`src/rtl/pipe_ctrl.sv`:
```
// Pipeline sequencing controller: stall merge, multi-cycle EX holds,
// exception flush/redirect and a saturating stall-cycle counter.
module pipe_ctrl #(
    parameter int CNT_W    = 32,
    parameter int MC_LEN_W = 4
) (
    input  logic                clk,
    input  logic                reset,
    input  logic                stallreq_if,
    input  logic                stallreq_id,
    input  logic                stallreq_ex,
    input  logic                stallreq_mem,
    input  logic                mc_start,
    input  logic [MC_LEN_W-1:0] mc_len,
    input  logic                excp_req,
    input  logic [31:0]         excp_vec,
    input  logic                cnt_clr,
    output logic [5:0]          stall,
    output logic                flush,
    output logic [31:0]         new_pc,
    output logic                mc_done,
    output logic                mc_abort,
    output logic [CNT_W-1:0]    stall_cnt
);

    typedef enum logic [1:0] {
        RUN   = 2'd0,
        HOLD  = 2'd1,
        FLUSH = 2'd2
    } state_e;

    localparam logic [5:0] SV_IF  = 6'b000011;
    localparam logic [5:0] SV_ID  = 6'b000111;
    localparam logic [5:0] SV_EX  = 6'b001111;
    localparam logic [5:0] SV_MEM = 6'b011111;

    localparam logic [MC_LEN_W-1:0] LEN_ONE = MC_LEN_W'(1);
    localparam logic [MC_LEN_W-1:0] LEN_TWO = MC_LEN_W'(2);

    state_e              state_q, state_d;
    logic [MC_LEN_W-1:0] cnt_q, cnt_d;
    logic                flush_q, flush_d;
    logic                abort_q, abort_d;
    logic [31:0]         pc_q, pc_d;
    logic [CNT_W-1:0]    scnt_q, scnt_d;
    logic [5:0]          req_vec;
    logic                mc_hold;

    // Merge level stall requests with the EX hold of a multi-cycle op.
    always_comb begin
        req_vec = 6'b0;
        if (stallreq_if)  req_vec = req_vec | SV_IF;
        if (stallreq_id)  req_vec = req_vec | SV_ID;
        if (stallreq_ex)  req_vec = req_vec | SV_EX;
        if (stallreq_mem) req_vec = req_vec | SV_MEM;
        mc_hold = (state_q == HOLD) ||
                  (state_q == RUN && mc_start && mc_len != '0);
        if (reset || state_q == FLUSH) begin
            stall = 6'b0;
        end else begin
            stall = req_vec | (mc_hold ? SV_EX : 6'b0);
        end
        // An exception in the final held cycle kills the op: no done.
        mc_done = !reset && !excp_req &&
                  ((state_q == RUN && mc_start && mc_len == LEN_ONE) ||
                   (state_q == HOLD && cnt_q == '0));
    end

    // Next-state logic for the hold/flush sequencer.
    always_comb begin
        state_d = state_q;
        cnt_d   = cnt_q;
        flush_d = 1'b0;
        abort_d = 1'b0;
        pc_d    = pc_q;
        unique case (state_q)
            RUN: begin
                if (excp_req) begin
                    state_d = FLUSH;
                    cnt_d   = '0;
                    flush_d = 1'b1;
                    pc_d    = excp_vec;
                end else if (mc_start && mc_len >= LEN_TWO) begin
                    state_d = HOLD;
                    cnt_d   = mc_len - LEN_TWO;
                end
            end
            HOLD: begin
                if (excp_req) begin
                    state_d = FLUSH;
                    cnt_d   = '0;
                    flush_d = 1'b1;
                    abort_d = 1'b1;
                    pc_d    = excp_vec;
                end else if (cnt_q == '0) begin
                    state_d = RUN;
                end else begin
                    cnt_d = cnt_q - LEN_ONE;
                end
            end
            FLUSH: begin
                state_d = RUN;
                cnt_d   = '0;
            end
            default: begin
                state_d = RUN;
                cnt_d   = '0;
            end
        endcase
    end

    // Sequencer state and its registered flush/redirect/abort outputs.
    always_ff @(posedge clk or posedge reset) begin
        if (reset) begin
            state_q <= RUN;
            cnt_q   <= '0;
            flush_q <= 1'b0;
            abort_q <= 1'b0;
            pc_q    <= 32'b0;
        end else begin
            state_q <= state_d;
            cnt_q   <= cnt_d;
            flush_q <= flush_d;
            abort_q <= abort_d;
            pc_q    <= pc_d;
        end
    end

    // Stall-cycle counter: saturates at all-ones, clear wins.
    always_comb begin
        scnt_d = scnt_q;
        if (cnt_clr) begin
            scnt_d = '0;
        end else if (stall[0] && scnt_q != '1) begin
            scnt_d = scnt_q + CNT_W'(1);
        end
    end

    // Register the performance counter.
    always_ff @(posedge clk or posedge reset) begin
        if (reset) begin
            scnt_q <= '0;
        end else begin
            scnt_q <= scnt_d;
        end
    end

    assign flush     = flush_q;
    assign new_pc    = pc_q;
    assign mc_abort  = abort_q;
    assign stall_cnt = scnt_q;

endmodule

```
`config.mk`:
```
export PLATFORM = sky130hd
export DESIGN_NAME = pipe_ctrl
export DESIGN_NICKNAME = d
export VERILOG_FILES = /design/src/rtl/pipe_ctrl.sv
export SDC_FILE = /design/constraint.sdc
export NUM_CORES = 1
export LEC_CHECK = 0
export CAP_MARGIN = 10
export CORE_MARGIN = 2
export CORE_UTILIZATION = 47
export DETAILED_ROUTE_END_ITERATION = 10
export PLACE_DENSITY = 0.88
export SKIP_CTS_REPAIR_TIMING = 1
export SLEW_MARGIN = 20
export SYNTH_ARGS = -nofsm -noshare
export SYNTH_HDL_FRONTEND = slang
export SYNTH_SLANG_ARGS = --single-unit
export TNS_END_PERCENT = 100
```
`constraint.sdc`:
```
create_clock -name clk -period 3.1 [get_ports clk]
set_input_delay 0.62 -clock clk [delete_from_list [all_inputs] [get_ports clk]]
set_output_delay 0.62 -clock clk [all_outputs]
set_load 0.03 [all_outputs]
```
==> results.cfg, run 1 <==
[global_route]
grt-busiest-layer = met2
grt_max_degree = 40
grt_overflow_total = 0
grt_pass1_wl_um = 15500
grt_use_met1_pct = 26.9
grt_antenna_before_repair = 0
use_met2_pct = 40.3
grt_usage_pct = 23.1
grt_pass1_vias = 3281
grt_use_met3_pct = 6.75

[synthesis]
synthFlopType = dfrtp_1
async_flop_share_pct = 100
ys_seq_area_share_pct = 48.9
synthCells = 348
synth_top_area_share_pct = 48.9
synth_seq_cells = 72
syn_nets = 397
yosys.area.top_type = dfrtp_1
synth-edff-count = 0
ys_warn_count = 0
synth_area_leaders = dfrtp_1, mux2_2, a21oi_1
synth.cell_area_um2 = 3680
syn_avg_cell_area_um2 = 10.6
synth_cell_type_count = 49

[finish]
final_common_cell = clkdlybuf4s50_1
final_cell_mix = clkdlybuf4s50_1, dfrtp_1, mux2_2
antenna_cells = 0
area_delta_synth_final_pct = 44.1
final_cells = 576
fin_area_um2 = 5310
post-route-util_pct = 69.4
nets = 518
drive_gt1_share_pct = 17.1

[cts]
cts_tree = yes
root_buffer = clkbuf_8
clkLatencyLatePin_ns = 0.35
numCtsBuffers = 9
cts.reportedPaths.clkPinSlew_ns = 0.07
htree_levels = 3
cts_buffer_depth = 2
clock-sinks = 72

[pwr]
clockPowerShare_pct = 40.4
power.share.combinational_pct = 20.6
leakagePower_uw = 0.00216
p_per_area_nw_per_um2 = 513
peakVddDrop_mv = 0.469
p_sw_share_pct = 25.9
cellInternalPower_uw = 2020
pwr-share-seq_pct = 39.0
p_switching_uw = 706

[die]
io_pins = 118
die_area_um2 = 8560
die_y_um = 92.5
core_um2 = 7650
initial_core_util_pct = 48.2
die_width_um = 92.5
num_rows = 32

[drt]
drtIter0Drc = 194
wl_per_cell_um = 16.4
viasPerCell = 5.63
drtPass1Iterations = 4
drc = 0
wl_um = 9420
ant_nets = 0
num_vias = 3241

[place]
dpl_cell_area_um2 = 4990
port_buffers = 116
dp_hpwl_um = 6760
place.gp.congestion = 0.872
dpl_worst_slack_ns = -0.242
place_inst = 560

[sta]
fmax_ghz = 0.339
grt_setup_unrepaired = no
min_period_over_period_pct = 95.3
layout_setup_ws_ns = 0.146
report.final.slew_viol_count = 0
relSlewSlack_pct = 51.5
fin_crit_ns = 2.95
hold_ws_ns = 0.512
setup_violations = 0
clock_skew_ns = 0.00831
worst_slew_pin_slew_ns = 0.723
finalHoldViolCount = 0

[setup_path]
crit_arrival_ns = 2.33
worstPathRequired_ns = 2.48
cp_max_fo = 2
critPathLaunchType = input pin
crit_type = in -> out
critical_path.endpoint_type = output pin

[outcome]
status = complete, no violations

[hold_path]
holdCritPathClass = reg -> reg

[job]
drv_cap = 0
[synthesized netlist by cell type (3+ instances only)]
master / count
nor2b_1: 7
a21oi_1: 30
and3_1: 9
or3_1: 9
and2_1: 3
nand3_1: 20
ha_1: 4
clkbuf_1: 13
buf_4: 4
nor2_1: 16
nor3b_1: 3
o21ai_0: 9
nand4_1: 12
o31ai_1: 18
dfrtp_1: 72
nor4_1: 4
nand2_1: 10
or4_1: 17
mux2_2: 32
nor3_1: 6
mux2_1: 5
inv_1: 10
buf_2: 3
[worst max-delay path: stages]
cell and delay, ns:
clkdlybuf4s50_1 0.44, o41ai_2 0.41, a21oi_1 0.11, or3_1 0.33
and2_1 0.17, dlymetal6s2s_1 0.24
[final cells by class]
class	instances	area, um2
Inverter	11	41.3
Sequential cell	72	1800
Timing Repair Buffer	132	1300
Multi-Input combinational cell	243	1730
Fill cell	570	2340
Clock buffer	11	151
Tap cell	102	128
Clock inverter	5	150
[path summary, 6_finish.rpt]
| kind | depth (start not counted) | end | slack [ns] | start |
|---|---|---|---|---|
| max | 6 | stall[3] | 0.15 | mc_len[1] |
| min | 1 | new_pc[28] | 0.51 | new_pc[28] |
| max reg2reg | 7 | stall_cnt[12] | 0.47 | stall_cnt[0] |
| min reg2reg | 1 | new_pc[28] | 0.51 | new_pc[28] |
| max in group asynchronous | 3 | stall_cnt[15] | 1.71 | reset |
| min in group asynchronous | 2 | stall_cnt[1] | 0.79 | reset |
[kinds of logic after synthesis]
family	count (synthesis)	synth area share [%]
xor gates and xnor gates	3	0.714
other	1	0.102
and+or+nand+nor	130	21.7
DFF	72	48.9
muxes	37	11.3
buffers and inverters	33	4.28
adders and majority gates	4	1.36
AOI/OAI and AO/OA	68	11.6
[through the flow]
step / total power [uW] / TNS, ns
after floorplan: 1390 / 0
after global placement: 1620 / -0.563
after detailed placement: 1640 / -0.610
after CTS: 2750 / -0.613
after global routing: 2830 / 0
final: 2720 / 0
[power by group through the flow]
stage	registers [uW]	clock network [uW]	logic, uW
3_5_place_dp	1080	0	564
6_report	1060	1100	562
4_1_cts	1060	1120	567
2_1_floorplan	1200	0	182
5_1_grt	1070	1160	598
3_3_place_gp	1070	0	551
[routing by layer]
metal / part of all wire, % / routed length, um / vias to the layer above
met5: 0 / 0 / -
met4: 2.0 / 184 / 0
met3: 6.7 / 631 / 18
met2: 52 / 4890 / 114
met1: 39 / 3720 / 1565
li1: - / - / 1544
[flip-flops by register name (all words and copies together) (netlist names)]
| register | flops |
|---|---|
| cnt_q | 4 |
| flush | 1 |
| mc_abort | 1 |
| new_pc | 32 |
| stall_cnt | 32 |
| state_q | 2 |
Note: power is estimated with default switching activity, not from simulation.
==> run 2: changes to the inputs <==
Settings changed: CORE_UTILIZATION 47 to 40, PLACE_DENSITY 0.88 to 0.78.
==> run 2 against run 1 <==
Compared with the run above: worst hold slack is essentially flat; largest cell class unchanged; core utilization down 12 points; fmax up 0.70%; highest routed layer unchanged; sequential cell count unchanged.
==> results.cfg, run 2 (synthesis results as in run 1) <==
[finish]
seq_area_um2 = 1800
fin_area_um2 = 5180
final_cell_mix = clkdlybuf4s50_1, dfrtp_1, mux2_2
nets = 517
antenna_cells = 0
multi_input_area_um2 = 1730
nFillCells = 771
post-route-util_pct = 57.2
drive_gt1_share_pct = 16.9
area_delta_synth_final_pct = 40.7
final_common_cell = clkdlybuf4s50_1

[cts]
clkLatencyLatePin_ns = 0.34
htree_levels = 3
root_buffer = clkbuf_8
cts.reportedPaths.clkPinSlew_ns = 0.07
cts_tree = yes
cts_buffer_depth = 2
numCtsBuffers = 9
clock-sinks = 72

[setup_path]
rrSetupSlack_ns = 0.67
path_buf_inv = 2
cp_cell_sequence = clkdlybuf4s50_1, o41ai_2, a21oi_1, or3_1, o21a_1, dlymetal6s2s_1
slowest_stage = clkdlybuf4s50_1
critPathLaunchType = input pin
cpPeakStageDelay_ns = 0.46
regToRegEndpoint = stall_cnt[28]
critical_path.endpoint_type = output pin
crit_type = in -> out
rr_worst_depth = 6
cp_max_fo = 3
crit_arrival_ns = 2.31
regToRegStartpoint = stall_cnt[0]
cp_top_family = buffers and inverters
worstPathRequired_ns = 2.48

[sta]
fin_crit_ns = 2.93
min_period_over_period_pct = 94.6
layout_setup_ws_ns = 0.167
report.final.slew_viol_count = 0
fmax_ghz = 0.341
worst_slew_pin_slew_ns = 0.700
grt_setup_unrepaired = no
hold_ws_ns = 0.511
finalHoldViolCount = 0
clock_skew_ns = 0.00996
setup_violations = 0
relSlewSlack_pct = 53.2

[die]
core_um2 = 9060
die_y_um = 99.9
num_rows = 35
io_pins = 118
die_area_um2 = 9990
initial_core_util_pct = 40.6
die_width_um = 99.9

[place]
dpl_worst_slack_ns = -0.294
port_buffers = 116
dp_hpwl_um = 6670
place.gp.congestion = 0.799
dpl_cell_area_um2 = 4990

[outcome]
status = complete, no violations

[drt]
wl_per_cell_um = 15.6
ant_nets = 0
viasPerCell = 5.50
drtPass1Iterations = 4
drtIter0Drc = 137
wl_um = 9120
num_vias = 3210
drc = 0

[hold_path]
min_path_cells = 1
min_from = new_pc[12]
holdCritPathClass = reg -> reg
hold_end = new_pc[12]

[global_route]
grt_max_degree = 53
grt_pass1_vias = 3347
grt_antenna_before_repair = 0
grt_usage_pct = 18.9
grt_pass1_wl_um = 15300
grt_overflow_total = 0

[pwr]
p_per_area_nw_per_um2 = 438
leakagePower_uw = 0.00208
peakVddDrop_mv = 0.304

[job]
drv_cap = 0
[run 2: changes by cell type in the layout (fill, tap and decap cells not counted), sizes merged]
cell	previous run	this run
bufinv	5	0
clkinvlp	0	4
clkinv	0	3
clkbuf	11	9
buf	17	16
[run 2: worst max-delay path by stage]
| stage | start | end | slack, ns | depth (start not counted) |
|---|---|---|---|---|
| floorplan | mc_len[1] | stall[1] | 0.53 | 6 |
| global placement | mc_len[0] | stall[2] | -0.28 | 6 |
| detailed placement | mc_len[0] | stall[2] | -0.29 | 6 |
| CTS | mc_len[0] | stall[2] | -0.29 | 6 |
| global route | mc_len[0] | stall[2] | 0.03 | 6 |
| finish | mc_len[0] | stall[2] | 0.17 | 6 |
[run 2: layout make-up]
| type | instances | share of cell area, % |
|---|---|---|
| multi-input cells | 243 | 33.4 |
| inverters | 11 | 0.797 |
| clock inverters | 7 | 0.942 |
| well taps | 111 | 2.68 |
| clock buffers | 9 | 2.39 |
| flip-flops and latches | 72 | 34.8 |
| repair buffers | 131 | 25.0 |
[run 2: layer usage]
layer  up-vias  routed length (um)  global-route usage, %  share of wire (%)
li1       1531                   -                      -                  -
met1      1567                3770                   22.3                 41
met2        99                4490                   32.1                 49
met3        13                 704                   6.27                7.7
met4         0                 150                   7.27                1.6
met5         -                   0                      0                  0
[run 2: through the flow]
stage,power [uW],instances,setup TNS [ns]
6_report,2270,584,0
5_1_grt,2380,584,0
4_1_cts,2300,584,-0.872
3_5_place_dp,1640,568,-0.879
3_3_place_gp,1630,568,-0.824
2_1_floorplan,1390,348,0
[run 2: power breakdown]
group	internal, uW	switching, uW
clock	288	361
sequential	1010	47.9
combinational	264	298
==> run 3: changes to the inputs <==
Settings changed: CELL_PAD_IN_SITES_DETAIL_PLACEMENT from default to 2, CELL_PAD_IN_SITES_GLOBAL_PLACEMENT from default to 2, CORE_UTILIZATION 40 to 28, PLACE_DENSITY 0.78 to 0.86.
==> run 3 against run 2 <==
Compared with the run above: worst setup slack got worse by 0.065 ns; first-iteration DRC count decreased by 32%; sequential power about the same.
==> results.cfg, run 3 (synthesis results as in run 1) <==
[die]
core_um2 = 12700
die_width_um = 119
initial_core_util_pct = 28.9
die_area_um2 = 14100
num_rows = 41
die_y_um = 119
io_pins = 118

[job]
drv_cap = 0

[sta]
worst_slew_pin_slew_ns = 0.741
min_period_over_period_pct = 96.7
report.final.slew_viol_count = 0
hold_ws_ns = 0.506
fmax_ghz = 0.334
fin_crit_ns = 3.00
finalHoldViolCount = 0
relSlewSlack_pct = 50.4
layout_setup_ws_ns = 0.102
clock_skew_ns = 0.00591
setup_violations = 0

[setup_path]
worstPathRequired_ns = 2.48
cp_top_family = compound AO/OA/AOI/OAI gates
path_buf_inv = 2
rrSetupSlack_ns = 0.56
crit_arrival_ns = 2.38
rr_worst_depth = 6
cp_cell_sequence = clkdlybuf4s50_1, o41ai_2, a21oi_1, or3_1, o21a_1, dlymetal6s2s_1
cp_max_fo = 2
crit_type = in -> out
regToRegEndpoint = stall_cnt[28]
cpPeakStageDelay_ns = 0.46
slowest_stage = clkdlybuf4s50_1
critical_path.endpoint_type = output pin
regToRegStartpoint = stall_cnt[0]
critPathLaunchType = input pin

[finish]
drive_gt1_share_pct = 17.4
area_delta_synth_final_pct = 48.1
final_cells = 648
nets = 521
post-route-util_pct = 42.9
final_cell_mix = clkdlybuf4s50_1, dfrtp_1, mux2_2
nFillCells = 1389
final_common_cell = clkdlybuf4s50_1
antenna_cells = 0
fin_area_um2 = 5460

[cts]
clkLatencyLatePin_ns = 0.34
cts.reportedPaths.clkPinSlew_ns = 0.05
numCtsBuffers = 9
clock-sinks = 72
root_buffer = clkbuf_16
htree_levels = 3
cts_buffer_depth = 2
cts_tree = yes

[global_route]
grt_antenna_before_repair = 0
grt_overflow_total = 0
grt_usage_pct = 18.1
grt_pass1_vias = 3881
grt_pass1_wl_um = 20400
grt_max_degree = 61

[place]
port_buffers = 116
place.gp.congestion = 0.767
dp_hpwl_um = 8610
dpl_cell_area_um2 = 5100
dpl_worst_slack_ns = -0.316
place_inst = 633

[pwr]
p_per_area_nw_per_um2 = 520
peakVddDrop_mv = 0.280
leakagePower_uw = 0.00219

[hold_path]
min_path_cells = 1
hold_end = new_pc[22]
holdCritPathClass = reg -> reg
min_from = new_pc[22]

[drt]
wl_per_cell_um = 18.6
drc = 0
viasPerCell = 5.19
wl_um = 12100
ant_nets = 0
drtPass1Iterations = 4
drtIter0Drc = 93
num_vias = 3363

[outcome]
status = complete, no violations
==> run 3: changes by cell type in the layout (fill, tap and decap cells not counted), sizes merged <==
cell	before	now
clkinv	3	0
clkbuf	9	13
clkinvlp	4	0
bufinv	0	2
buf	16	20
==> run 3: worst max path at each step <==
| stage | start | end | slack (ns) | cells past startpoint |
|---|---|---|---|---|
| 3_5_place_dp | mc_len[1] | stall[2] | -0.32 | 6 |
| 3_3_place_gp | mc_len[1] | stall[2] | -0.27 | 6 |
| 6_report | mc_len[1] | stall[2] | 0.10 | 6 |
| 4_1_cts | mc_len[1] | stall[2] | -0.32 | 6 |
| 5_1_grt | mc_len[1] | stall[2] | -0.01 | 6 |
| 2_1_floorplan | mc_len[1] | stall[1] | 0.53 | 6 |
==> run 3: metrics by stage <==
stage          setup TNS [ns]  power [uW]
2_1_floorplan               0        1390
3_3_place_gp           -0.722        1640
3_5_place_dp           -0.926        1660
4_1_cts                -0.927        2880
5_1_grt               -0.0166        2950
6_report                    0        2830
==> run 3: cell type report <==
type / count / area, um2 / area share (%)
Clock buffer: 13 / 280 / 5.14
Multi-Input combinational cell: 243 / 1730 / 31.8
Inverter: 11 / 41.3 / 0.757
Timing Repair Buffer: 135 / 1320 / 24.3
Clock inverter: 2 / 60.1 / 1.10
Sequential cell: 72 / 1800 / 33.0
Tap cell: 172 / 215 / 3.94
==> run 3: power by group <==
part	switching [uW]	internal [uW]	total, uW
Clock	406	788	1190
Combinational	313	267	580
Sequential	47.1	1010	1060
==> run 3: routing by layer <==
metal / share of wire [%] / global-route usage [%] / up-vias
met2: 51 / 31.1 / 89
met4: 1.4 / 7.59 / 0
met1: 41 / 20.9 / 1723
met5: 0 / 0 / -
li1: - / - / 1542
met3: 6.0 / 5.45 / 9
